**src/rtl/if_stage_prefetch_if.sv**
```systemverilog
// Bundle of the fetch-stage signals: execute-stage redirect, hazard freeze,
// instruction-memory request/response channel and the decoded-side outputs.
// The master side is the fetch stage; the slave side is its environment.
interface if_stage_prefetch_if #(
    parameter int ADDR_WIDTH  = 32,
    parameter int INSTR_WIDTH = 32
);
    logic                   branch_taken;
    logic [ADDR_WIDTH-1:0]  branch_address;
    logic                   freeze;

    logic                   imem_req;
    logic [ADDR_WIDTH-1:0]  imem_addr;
    logic                   imem_ready;
    logic                   imem_rvalid;
    logic [INSTR_WIDTH-1:0] imem_rdata;

    logic                   instruction_valid;
    logic [INSTR_WIDTH-1:0] instruction;
    logic [ADDR_WIDTH-1:0]  pc;

    modport master (
        input  branch_taken,
        input  branch_address,
        input  freeze,
        output imem_req,
        output imem_addr,
        input  imem_ready,
        input  imem_rvalid,
        input  imem_rdata,
        output instruction_valid,
        output instruction,
        output pc
    );

    modport slave (
        output branch_taken,
        output branch_address,
        output freeze,
        input  imem_req,
        input  imem_addr,
        output imem_ready,
        output imem_rvalid,
        output imem_rdata,
        input  instruction_valid,
        input  instruction,
        input  pc
    );
endinterface

```
**src/rtl/if_stage_prefetch.sv**
```systemverilog
// Instruction-fetch stage with an in-order prefetch queue.
// Requests are issued against a credit of DEPTH (queue entries plus requests
// in flight), so every response always has a free queue slot. A taken branch
// flushes the queue, redirects fetch and marks every in-flight response as
// stale; stale responses are counted down and discarded on arrival.
module if_stage_prefetch #(
    parameter int                    ADDR_WIDTH  = 32,
    parameter int                    INSTR_WIDTH = 32,
    parameter int                    DEPTH       = 4,
    parameter logic [ADDR_WIDTH-1:0] RESET_PC    = {ADDR_WIDTH{1'b0}}
) (
    input  logic                 clk,
    input  logic                 rst,
    if_stage_prefetch_if.master  bus
);

    localparam int PW = $clog2(DEPTH);
    localparam int CW = PW + 1;

    localparam logic [CW-1:0]         CNT_ONE_C = CW'(1);
    localparam logic [PW-1:0]         PTR_ONE_C = PW'(1);
    localparam logic [CW:0]           DEPTH_C   = (CW + 1)'(DEPTH);
    localparam logic [ADDR_WIDTH-1:0] STEP_C    = ADDR_WIDTH'(4);

    // Fetch / response bookkeeping
    logic [ADDR_WIDTH-1:0]  fetch_pc_r;
    logic [ADDR_WIDTH-1:0]  resp_pc_r;
    logic [CW-1:0]          outstanding_r;
    logic [CW-1:0]          drop_cnt_r;

    // Queue control and storage; the stored address is already head.addr + 4
    logic [CW-1:0]          count_r;
    logic [PW-1:0]          rd_ptr_r;
    logic [PW-1:0]          wr_ptr_r;
    logic [ADDR_WIDTH-1:0]  q_pc_r    [DEPTH];
    logic [INSTR_WIDTH-1:0] q_instr_r [DEPTH];

    logic [CW:0]            credit_sum_s;
    logic                   credit_ok_s;
    logic                   req_s;
    logic                   accept_s;
    logic                   rsp_s;
    logic                   drop_s;
    logic                   push_s;
    logic                   pop_s;
    logic [ADDR_WIDTH-1:0]  target_s;
    logic [CW-1:0]          outstanding_nxt_s;
    logic [CW-1:0]          count_nxt_s;
    logic                   unused_s;

    // Credit: queue occupancy plus in-flight requests may never exceed DEPTH
    assign credit_sum_s = {1'b0, outstanding_r} + {1'b0, count_r};
    assign credit_ok_s  = (credit_sum_s < DEPTH_C);

    assign req_s    = !rst && !bus.branch_taken && credit_ok_s;
    assign accept_s = req_s && bus.imem_ready;

    // A response with nothing in flight is a memory protocol error; ignoring
    // it keeps the counters from wrapping.
    assign rsp_s  = bus.imem_rvalid && (outstanding_r != {CW{1'b0}});
    assign drop_s = rsp_s && (drop_cnt_r != {CW{1'b0}});
    assign push_s = rsp_s && (drop_cnt_r == {CW{1'b0}}) && !bus.branch_taken;
    assign pop_s  = (count_r != {CW{1'b0}}) && !bus.freeze && !bus.branch_taken;

    assign target_s = {bus.branch_address[ADDR_WIDTH-1:2], 2'b00};

    // Low address bits of the redirect target are forced to zero
    assign unused_s = ^bus.branch_address[1:0];

    assign outstanding_nxt_s = outstanding_r + CW'(accept_s) - CW'(rsp_s);

    // Queue occupancy after this cycle's push/pop (branch flush handled in the register block)
    always_comb begin
        count_nxt_s = count_r;
        case ({push_s, pop_s})
            2'b10:   count_nxt_s = count_r + CNT_ONE_C;
            2'b01:   count_nxt_s = count_r - CNT_ONE_C;
            default: count_nxt_s = count_r;
        endcase
    end

    // Fetch PC, response PC, credit counters and queue pointers
    always_ff @(posedge clk) begin
        if (rst) begin
            fetch_pc_r    <= RESET_PC;
            resp_pc_r     <= RESET_PC;
            outstanding_r <= {CW{1'b0}};
            drop_cnt_r    <= {CW{1'b0}};
            count_r       <= {CW{1'b0}};
            rd_ptr_r      <= {PW{1'b0}};
            wr_ptr_r      <= {PW{1'b0}};
        end else begin
            outstanding_r <= outstanding_nxt_s;
            if (bus.branch_taken) begin
                // Everything currently in flight is wrong-path, except a
                // response landing this very cycle, which is dropped here.
                fetch_pc_r <= target_s;
                resp_pc_r  <= target_s;
                drop_cnt_r <= outstanding_r - CW'(rsp_s);
                count_r    <= {CW{1'b0}};
                rd_ptr_r   <= {PW{1'b0}};
                wr_ptr_r   <= {PW{1'b0}};
            end else begin
                if (accept_s) begin
                    fetch_pc_r <= fetch_pc_r + STEP_C;
                end
                if (drop_s) begin
                    drop_cnt_r <= drop_cnt_r - CNT_ONE_C;
                end
                if (push_s) begin
                    wr_ptr_r  <= wr_ptr_r + PTR_ONE_C;
                    resp_pc_r <= resp_pc_r + STEP_C;
                end
                if (pop_s) begin
                    rd_ptr_r <= rd_ptr_r + PTR_ONE_C;
                end
                count_r <= count_nxt_s;
            end
        end
    end

    // Queue storage; cleared on reset so the head reads instruction 0, pc 4
    always_ff @(posedge clk) begin
        if (rst) begin
            for (int i = 0; i < DEPTH; i++) begin
                q_pc_r[i]    <= STEP_C;
                q_instr_r[i] <= {INSTR_WIDTH{1'b0}};
            end
        end else if (push_s) begin
            q_pc_r[wr_ptr_r]    <= resp_pc_r + STEP_C;
            q_instr_r[wr_ptr_r] <= bus.imem_rdata;
        end
    end

    // Outputs: request is combinational by design, queue outputs come straight from registers
    assign bus.imem_req          = req_s;
    assign bus.imem_addr         = fetch_pc_r;
    assign bus.instruction_valid = (count_r != {CW{1'b0}});
    assign bus.instruction       = q_instr_r[rd_ptr_r];
    assign bus.pc                = q_pc_r[rd_ptr_r];

endmodule

```
**src/flat_wrapper.sv**
```systemverilog
// flat-port wrapper written by rule: the top's interface ports become plain ports
module if_stage_prefetch_flat 
#(
    parameter int                    ADDR_WIDTH  = 32,
    parameter int                    INSTR_WIDTH = 32,
    parameter int                    DEPTH       = 4,
    parameter logic [ADDR_WIDTH-1:0] RESET_PC    = {ADDR_WIDTH{1'b0}}
)
  (clk, rst, bus_branch_taken, bus_branch_address, bus_freeze, bus_imem_req, bus_imem_addr, bus_imem_ready, bus_imem_rvalid, bus_imem_rdata, bus_instruction_valid, bus_instruction, bus_pc);
  if_stage_prefetch_if #(.ADDR_WIDTH(ADDR_WIDTH), .INSTR_WIDTH(INSTR_WIDTH)) bus_i ();
  input  logic clk;
  input  logic rst;
  input wire logic [$bits(bus_i.branch_taken)-1:0] bus_branch_taken;
  input wire logic [$bits(bus_i.branch_address)-1:0] bus_branch_address;
  input wire logic [$bits(bus_i.freeze)-1:0] bus_freeze;
  output wire logic [$bits(bus_i.imem_req)-1:0] bus_imem_req;
  output wire logic [$bits(bus_i.imem_addr)-1:0] bus_imem_addr;
  input wire logic [$bits(bus_i.imem_ready)-1:0] bus_imem_ready;
  input wire logic [$bits(bus_i.imem_rvalid)-1:0] bus_imem_rvalid;
  input wire logic [$bits(bus_i.imem_rdata)-1:0] bus_imem_rdata;
  output wire logic [$bits(bus_i.instruction_valid)-1:0] bus_instruction_valid;
  output wire logic [$bits(bus_i.instruction)-1:0] bus_instruction;
  output wire logic [$bits(bus_i.pc)-1:0] bus_pc;
  assign bus_i.branch_taken = bus_branch_taken;
  assign bus_i.branch_address = bus_branch_address;
  assign bus_i.freeze = bus_freeze;
  assign bus_imem_req = bus_i.imem_req;
  assign bus_imem_addr = bus_i.imem_addr;
  assign bus_i.imem_ready = bus_imem_ready;
  assign bus_i.imem_rvalid = bus_imem_rvalid;
  assign bus_i.imem_rdata = bus_imem_rdata;
  assign bus_instruction_valid = bus_i.instruction_valid;
  assign bus_instruction = bus_i.instruction;
  assign bus_pc = bus_i.pc;
  if_stage_prefetch #(.ADDR_WIDTH(ADDR_WIDTH), .INSTR_WIDTH(INSTR_WIDTH), .DEPTH(DEPTH), .RESET_PC(RESET_PC)) u_core (.clk(clk), .rst(rst), .bus(bus_i));
endmodule
```
**config.mk**
```make
export PLATFORM = sky130hd
export DESIGN_NAME = if_stage_prefetch_flat
export DESIGN_NICKNAME = d
export VERILOG_FILES = /design/src/rtl/if_stage_prefetch_if.sv /design/src/rtl/if_stage_prefetch.sv /design/src/flat_wrapper.sv
export SDC_FILE = /design/constraint.sdc
export NUM_CORES = 1
export LEC_CHECK = 0
export ABC_CLOCK_PERIOD_IN_PS = 5100
export BUFFER_PORTS_ARGS = -buffer_cell sky130_fd_sc_hd__buf_2
export CAP_MARGIN = 10
export CORE_UTILIZATION = 59
export DETAILED_ROUTE_END_ITERATION = 8
export GPL_TIMING_DRIVEN = 0
export PLACE_DENSITY = 0.8
export SLEW_MARGIN = 20
export SYNTH_ARGS = -nofsm -noshare
export SYNTH_HDL_FRONTEND = slang
export SYNTH_SLANG_ARGS = --single-unit
```
**constraint.sdc**
```tcl
create_clock -name clk -period 5.1 [get_ports clk]
set_input_delay 1.53 -clock clk [delete_from_list [all_inputs] [get_ports clk]]
set_output_delay 1.53 -clock clk [all_outputs]
set_load 0.1 [all_outputs]
```
# Word-level counts from Yosys, hierarchy flattened
# Memory sizes are Yosys's and may differ from the RTL's. A register that Yosys moved wholly into a read port is not among the register bits.
# Cells that the tools add are included.
# op_classes
mux	22
magnitude_cmp	1
addsub	11
n_reduce_logical	23
n_eq_ne	2
# ops
operator	n
two-way mux 32 bit	6
adder 32 x 3 -> 32 bit (second input constant)	2
OR reduction 32 bit	2
two-way mux 2 bit	6
logical AND 1 bit	9
nonzero test 3 bit	3
nonzero test 2 bit	4
two-way mux 1 bit	7
two-way mux 3 bit	2
one-hot mux 3 bit (2 select lines)	1
subtractor 3 x 1 -> 3 bit	2
subtractor 3 x 1 -> 3 bit (second input constant)	2
adder 2 x 1 -> 2 bit (second input constant)	2
adder 3 x 3 -> 4 bit	1
less-than comparator 4 x 3 -> 1 bit (second input constant)	1
adder 3 x 1 -> 3 bit	1
adder 3 x 1 -> 3 bit (second input constant)	1
logical NOT 1 bit	3
logical NOT 3 bit	1
== test 2 x 1 -> 1 bit (second input constant)	1
== test 2 bit (second input constant)	1
OR reduction 2 bit	1
# totals
out_inout_bits	98
regBits	77
inputBits	70
mem_bits_rw	256
word_cells	70
n_memories	2
# memory_table
name	words	word_bits	rd	rd_clocked_by_memory_dff	wr	line_no	text
u_core.q_instr_r	4	32	1	1	4	if_stage_prefetch.sv:36	logic [INSTR_WIDTH-1:0] q_instr_r [DEPTH];
u_core.q_pc_r	4	32	1	1	4	if_stage_prefetch.sv:35	logic [ADDR_WIDTH-1:0] q_pc_r [DEPTH];

# Longest topological paths before layout
# Gate-level depths: netlist of run 1.
# depth
ltp_word	9
depth_mapped	13
ltp_nobuf	12

# Least setup slack after synthesis of run 1
# No wires, ideal clock.
# synth_path
kind	in2reg
from	input rst
to	memory u_core.q_instr_r[0][0] (enable)
required_ns	4.670
cell_stages	7
slack_ns	0.442
setup_time_ns	0.430
arrival_ns	4.228
n_path_buf	3
path_cell_list	or2_1 buf_2 or3_1 buf_2 or3_1 buf_6 nand2b_1
# synth_rtl
element	line_no	text
start: declaration	flat_wrapper.sv:12	input logic rst;
end: declaration	if_stage_prefetch.sv:36	

==> flow_summary.ini, run 1 <==
[final_layout]
final_cells = 1755
syn2layout_area_growth_pct = 15.8
fin_nets = 1483
drive_gt1_frac = 0.239
diodes = 0

[placed_design]
post-place-cells = 1694
dp_hpwl_um = 24400
gp_congestion = 0.947
portBuffers = 161

[timing]
fin_skew_ns = 0.0237
clock.fmax_mhz = 229
slew_headroom = 0.498
grt_setup_unrepaired = no
worst_slew_pin_slew_ns = 0.754
setup_violations = 0
finalCritPeriodShare = 0.856
period_needed_ns = 4.37
drv_slew = 0
whs_ns = 0.524
hold_viol = 0
fin_setup_tns_ns = 0

[grt]
grt_pass1_wl_um = 56800
grt_start_max_net_pins = 47
grt_pass1_vias = 10368
grt_overflow = 0
grt_use_total = 0.282
antenna_found_initial = 0

[logic_synthesis]
async_reset_ff_frac = 0
synthFlopType = edfxtp_1
ys_seq_area_frac = 0.592
synth_edf_count = 248
syn_area_um2 = 15100
synth_cells = 1196
ys_warn_count = 0
ys_top_cells_by_area = edfxtp_1, dfxtp_1, mux4_2, and2_1, nor2_1
synth_top_cell_by_area = edfxtp_1
ys_ff_latch = 323
synth_top_area_frac = 0.493
ys_types = 59
syn_avg_cell_area_um2 = 12.6

[routing]
detail-route-antenna-nets = 0
vias = 10336
viasPerCell = 5.89
drtIter0Drc = 913
wire_per_inst_um = 20.6
firstDrtPassIters = 5
drt_wl_total_um = 36100
drc = 0

[worst_setup_path]
crit_fanout = 10
cp-end-kind = primary output
required_ns = 3.57
cp-start-kind = flop
worstSetupPathType = flop to primary output
crit_family = buffers and inverters
cp_slowest_cell = clkbuf_1
critPathMaxStageDelay_ns = 0.64
arrival_ns = 2.84
critical_path_buf_inv_count = 3
path_cells = buf_1 -> clkbuf_1 -> mux4_2 -> buf_2

[cts]
clk_latency_ns = 0.52
cts_buffers = 34
cts_setup_buffers = 0
clock_path_buffers = 3
clock-sinks = 323
cts_root_buffer = clkbuf_16
cts_tree = built
path_clk_slew_ns = 0.06
hold_buffers = 0
cts.htree.levels = 2
postCtsResizedCells = 0

[pwr]
power_per_cell_area_nw_per_um2 = 373
total_power_mw = 6.53
peakVddDrop_uv = 220
p_leak_nw = 6.41

[floorplanning]
core_area_um2 = 25100
die_w_um = 162
core.rowCount = 58
dieArea_um2 = 26200
start_util = 0.602
ioPinCount = 168
die_y_um = 162

[job]
max_cap_violations = 0

[outcome]
outcome = completed

[worst_hold_path]
hp-class = flop to flop
==> worst min-delay path, delay by kind of cell (launching register included) <==
family,cells,cell delay [ns]
flip-flops,1,0.34
AO/OA/AOI/OAI,1,0.07
AND/OR/NAND/NOR,1,0.07
==> flip-flops by register name, summed over array words and instances, names as in the netlist, 3 cells and up, named ones only <==
register / cells
u_core.count_r: 3
u_core.q_instr_r: 128
u_core.q_pc_r: 120
u_core.outstanding_r: 3
u_core.drop_cnt_r: 3
u_core.bus.imem_addr: 30
u_core.resp_pc_r: 30
==> final cells by class <==
class | instances | area (um^2)
Buffer | 80 | 370
Clock buffer | 45 | 923
Clock inverter | 16 | 104
Fill cell | 1803 | 7620
Inverter | 32 | 120
Multi-Input combinational cell | 764 | 5710
Sequential cell | 323 | 8950
Tap cell | 330 | 413
Timing Repair Buffer | 165 | 908
==> metal layers <==
layer	wire, um	track usage	vias up
met4	822	0.0836	0
met3	2730	0.0391	60
met5	0	0	-
li1	-	-	4749
met2	17600	0.470	512
met1	14900	0.389	5015
==> synth_stat cells (7+ instances only) <==
cell	n
o21ai_0	11
inv_1	30
xor2_1	33
dfxtp_1	75
nor2_1	155
nand3_1	31
and2_1	139
or3_1	10
nand4_1	27
nor3_1	16
xnor2_1	39
and3_1	12
ha_1	11
a31oi_1	20
a21oi_1	24
a211oi_1	16
nor3_2	8
buf_2	23
nand2b_1	7
nand2_1	49
nor4_1	8
nor2_4	10
mux4_2	62
clkbuf_1	47
a21boi_0	12
edfxtp_1	248
==> logic make-up (layout without fill, tap and decap cells) <==
kind of cell / count (synthesis) / in the layout / synth area share
fa+ha+maj: 13 / 13 / 0.0118
other cells: 1 / 4 / 0.000248
xor+xnor: 72 / 72 / 0.0418
buf+inv: 112 / 338 / 0.0325
mux: 63 / 63 / 0.0931
compound gates: 113 / 113 / 0.0497
flops: 323 / 323 / 0.592
simple gates: 499 / 499 / 0.178
==> per-stage QoR <==
step / util / worst slack (ns) / area (um^2)
2_1_floorplan: - / 0.442 / 15100
3_3_place_gp: 0.650 / -0.782 / 16300
3_5_place_dp: 0.656 / 0.884 / 16500
4_1_cts: 0.697 / 0.736 / 17500
5_1_grt: 0.697 / 0.694 / 17500
6_report: 0.697 / 0.734 / 17500
==> power by group <==
part           leakage, nW  switching, mW  internal [mW]
Clock                0.509           1.01           1.29
Sequential            3.17         0.0910           2.99
Combinational         2.73          0.874          0.274
==> cells in the final DEF, fill, tap and decap left out, types with 12 or more instances in the layout <==
master     instances
mux4_2            62
clkbuf_1          56
clkbuf_16         35
a211oi_1          16
a31oi_1           20
nand4_1           27
xnor2_1           39
a21oi_1           24
dfxtp_1           75
buf_2            184
xor2_1            33
edfxtp_1         248
nand2_1           49
a21boi_0          12
nand3_1           31
nor3_1            16
nor2_1           155
and3_1            12
and2_1           139
inv_1             30
==> worst paths after layout <==
| path | from | endpoint | slack (ns) | cells past startpoint |
|---|---|---|---|---|
| setup reg to reg | u_core.drop_cnt_r[0] | u_core.count_r[2] | 2.31 | 13 |
| hold / removal | u_core.bus.imem_addr[3] | u_core.bus.imem_addr[3] | 0.52 | 2 |
| setup / recovery | flop | bus_pc[5] | 0.73 | 4 |
| hold reg to reg | u_core.bus.imem_addr[3] | u_core.bus.imem_addr[3] | 0.52 | 2 |
No activity file was read; power rests on OpenSTA's default activity.
==> run 2: changes to the inputs <==
Settings changed: MAX_ROUTING_LAYER from default to met4.
==> run 2 against run 1 <==
  * Worst hold slack better by 0.0030 ns
  * Maximum frequency is 1.7% higher
  * Clock skew is 0.013 ns lower
  * Combinational power hardly changed
  * Clock power is 7% higher
  * Core utilization is 0.23 points higher
  * Global-route usage is 1.5 points higher
  * First-iteration DRC count is 12% higher
==> flow_summary.ini, run 2 (synthesis gave the netlist of run 1 again) <==
[cts]
cts_setup_buffers = 0
cts_root_buffer = clkbuf_16
hold_buffers = 0
clock-sinks = 323
clock_path_buffers = 3
path_clk_slew_ns = 0.05
cts.htree.levels = 2
cts_buffers = 35
clk_latency_ns = 0.52
postCtsResizedCells = 0
cts_tree = built

[timing]
fin_setup_tns_ns = 0
period_needed_ns = 4.29
fin_skew_ns = 0.0104
clock.fmax_mhz = 233
finalCritPeriodShare = 0.842
worst_slew_pin_slew_ns = 0.764
final.setup.worst_slack_ns = 0.807
grt_setup_unrepaired = no
drv_slew = 0
slew_headroom = 0.490
setup_violations = 0
hold_viol = 0
whs_ns = 0.527

[job]
max_cap_violations = 0

[pwr]
peakVddDrop_uv = 233
total_power_mw = 6.70
p_leak_nw = 6.43
power_per_cell_area_nw_per_um2 = 382

[final_layout]
largest_register_ffs = 128
layout_common_cells = edfxtp_1, buf_2, nor2_1, and2_1, dfxtp_1
reg.largest.list = u_core.q_instr_r: 128 flops, u_core.q_pc_r: 120 flops
nFillCells = 1742
regMostFlops = u_core.q_instr_r
regArea_um2 = 8950
syn2layout_area_growth_pct = 16.2
drive_gt1_frac = 0.240
fin_nets = 1484
multi_input_area_um2 = 5710
layout_commonest_cell = edfxtp_1

[routing]
route.met2.wl_um = 17700
viasPerCell = 5.91
firstDrtPassIters = 5
wl_met1_um = 15100
drtIter0Drc = 1019
highest_layer = met4
detail-route-antenna-nets = 0
vias = 10386
wire_per_inst_um = 20.7
drt_wl_total_um = 36400
wl_met3_um = 2770
drc = 0

[grt]
grt_pass1_vias = 10351
antenna_found_initial = 1
grt_use_total = 0.298
grt_pass1_wl_um = 57800
grt_start_max_net_pins = 37
grt_overflow = 0

[worst_hold_path]
hp-class = flop to flop

[floorplanning]
start_util = 0.602
ioPinCount = 168
die_y_um = 162
die_w_um = 162
core_area_um2 = 25100
dieArea_um2 = 26200
core.rowCount = 58

[placed_design]
portBuffers = 161
place_ws_ns = 0.873
gp_congestion = 0.960
dp_hpwl_um = 24400

[worst_setup_path]
arrival_ns = 2.76
crit_fanout = 10
required_ns = 3.57
cp-start-kind = flop
worstSetupPathType = flop to primary output
cp-end-kind = primary output

[outcome]
outcome = completed
run 2: cell types whose count changed in the layout (fill, tap and decap cells not counted), sizes merged:
cell,previous run,this run
bufinv,0,3
clkinvlp,0,1
clkbuf,92,88
clkinv,14,16
diode,0,1
run 2: layer usage:
metal / vias to the layer above / track usage
met5: - / -
met4: 0 / 0.0866
met3: 66 / 0.0457
met2: 496 / 0.472
met1: 5061 / 0.401
li1: 4763 / -
run 2: final timing paths:
check	from	end	slack, ns	depth (start not counted)
worst max-delay path	flop	bus_pc[3]	0.81	4
worst min-delay path	u_core.count_r[2]	u_core.count_r[2]	0.53	2
worst max register to register	u_core.drop_cnt_r[0]	u_core.count_r[2]	2.21	13
worst min register to register	u_core.count_r[2]	u_core.count_r[2]	0.53	2
run 2: cell type report:
type,count,share of cell area
Multi-Input combinational cell,764,0.325
Tap cell,330,0.0235
Clock inverter,22,0.0112
Buffer,80,0.0211
Inverter,32,0.00684
Antenna cell,1,0.000143
Clock buffer,41,0.0518
Timing Repair Buffer,165,0.0505
Sequential cell,323,0.510
run 2: where the power goes:
part           internal (mW)  switching (mW)
sequential              2.99          0.0926
clock                   1.44            1.03
combinational          0.272           0.872
run 2: through the flow:
stage          area, um^2  cells   util
2_1_floorplan       15100   1199      -
3_3_place_gp        16300   1690  0.650
3_5_place_dp        16400   1694  0.655
4_1_cts             17500   1757  0.699
5_1_grt             17600   1758  0.699
6_report            17600   1758  0.699
run 2: worst max-delay path: stages, from the launching register on:
cell and delay, ns:
dfxtp_1 0.31, clkbuf_1 0.54, buf_2 0.47, mux4_2 0.60
buf_2 0.32
==> run 3: changes to the inputs <==
Settings changed: ABC_CLOCK_PERIOD_IN_PS 5100 to 4400.
Clock period 5.1 ns to 4.4 ns, I/O delays scaled along.
==> run 3 against run 2 <==
  * Clock power up 15%
  * Largest cell class unchanged
  * Sequential power rose by 16%
  * Design area is essentially flat
  * Critical path depth unchanged
==> flow_summary.ini, run 3 (synthesis gave the netlist of run 1 again) <==
[worst_setup_path]
required_ns = 3.08
cp-start-kind = flop
reg2reg_depth = 13
worstSetupPathType = flop to primary output
crit_fanout = 10
regToRegSetupSlack_ns = 1.56
cp-end-kind = primary output
arrival_ns = 2.71
worstReg2RegStart = u_core.drop_cnt_r[0]
timing.rr.end = u_core.count_r[2]

[timing]
worst_slew_pin_slew_ns = 0.812
clock.fmax_mhz = 248
grt_setup_unrepaired = no
slew_headroom = 0.457
final.setup.worst_slack_ns = 0.367
drv_slew = 0
setup_violations = 0
hold_viol = 0
fin_skew_ns = 0.0145
period_needed_ns = 4.03
finalCritPeriodShare = 0.917

[routing]
vias = 10317
detail-route-antenna-nets = 0
firstDrtPassIters = 6
wire_per_inst_um = 20.4
drtIter0Drc = 829
viasPerCell = 5.88
drt_wl_total_um = 35700
drc = 0

[final_layout]
syn2layout_area_growth_pct = 16.3
nFillCells = 1797
layout_common_cells = edfxtp_1, buf_2, nor2_1, and2_1, dfxtp_1
drive_gt1_frac = 0.239
finalInstanceArea_um2 = 17600
fin_util = 0.700
diodes = 0
reg.largest.list = u_core.q_instr_r: 128 flops, u_core.q_pc_r: 120 flops
fin_nets = 1483
multi_input_area_um2 = 5710
layout_commonest_cell = edfxtp_1
regArea_um2 = 8950
final_cells = 1754
regMostFlops = u_core.q_instr_r
largest_register_ffs = 128

[cts]
clk_latency_ns = 0.51
path_clk_slew_ns = 0.06
cts_setup_buffers = 0
clock-sinks = 323
postCtsResizedCells = 0
clock_path_buffers = 3
cts_buffers = 34
cts_root_buffer = clkbuf_16
hold_buffers = 0
cts.htree.levels = 2
cts_tree = built

[floorplanning]
start_util = 0.602
ioPinCount = 168
core_area_um2 = 25100
core.rowCount = 58
die_y_um = 162
die_w_um = 162
dieArea_um2 = 26200

[grt]
grt_start_max_net_pins = 44
antenna_found_initial = 0
grt_pass1_vias = 10111
grt_overflow = 0
grt_use_total = 0.287
grt_pass1_wl_um = 56000

[worst_hold_path]
holdPathStages = 2
hold_end = u_core.count_r[2]
hp-start = u_core.count_r[2]
hp-class = flop to flop

[placed_design]
place_area_um2 = 16500
post-place-cells = 1694
place_ws_ns = 0.502
gp_congestion = 0.912
portBuffers = 161
dp_hpwl_um = 24500

[outcome]
outcome = completed

[pwr]
p_leak_nw = 6.44
power_per_cell_area_nw_per_um2 = 441
total_power_mw = 7.75
peakVddDrop_uv = 236

[job]
max_cap_violations = 0
run 3: per-stage QoR:
step	hold WS, ns	setup TNS [ns]
global route	0.540	0
floorplan	0.476	0
finish	0.510	0
detailed placement	0.504	0
global placement	0.496	-182.02
CTS	0.512	0
run 3: worst max path at each step:
stage                          start                 endpoint  slack [ns]  cells after the start
detailed placement  bus_branch_taken  u_core.q_instr_r[0][27]        0.50                      9
finish                          flop                bus_pc[8]        0.37                      4
floorplan                        rst   u_core.q_instr_r[1][0]        0.04                      7
global placement    bus_branch_taken  u_core.q_instr_r[2][27]       -1.23                      8
global route                    flop               bus_pc[17]        0.23                      4
CTS                             flop               bus_pc[17]        0.32                      4
run 3: worst max-delay path: stages (launching register included):
cell      delay [ns]
dfxtp_1         0.31
buf_1           0.55
clkbuf_1        0.56
mux4_2          0.33
buf_2           0.45
run 3: cell type report:
type	count	area share
flip-flops and latches	323	0.509
multi-input cells	764	0.325
clock buffers	41	0.0535
repair buffers	165	0.0513
well taps	330	0.0235
plain buffers	80	0.0211
clock inverters	19	0.00947
inverters	32	0.00684
run 3: report_power, final:
part | leakage, nW | internal (mW) | switching (mW) | total, mW
clock | 0.541 | 1.70 | 1.16 | 2.85
combinational | 2.73 | 0.317 | 1.01 | 1.33
sequential | 3.17 | 3.47 | 0.105 | 3.57
run 3: metal layers:
metal / GRT usage / wire (um)
met5: - / 0
met4: 0.0759 / 699
met3: 0.0332 / 2650
met2: 0.457 / 17300
met1: 0.395 / 15100
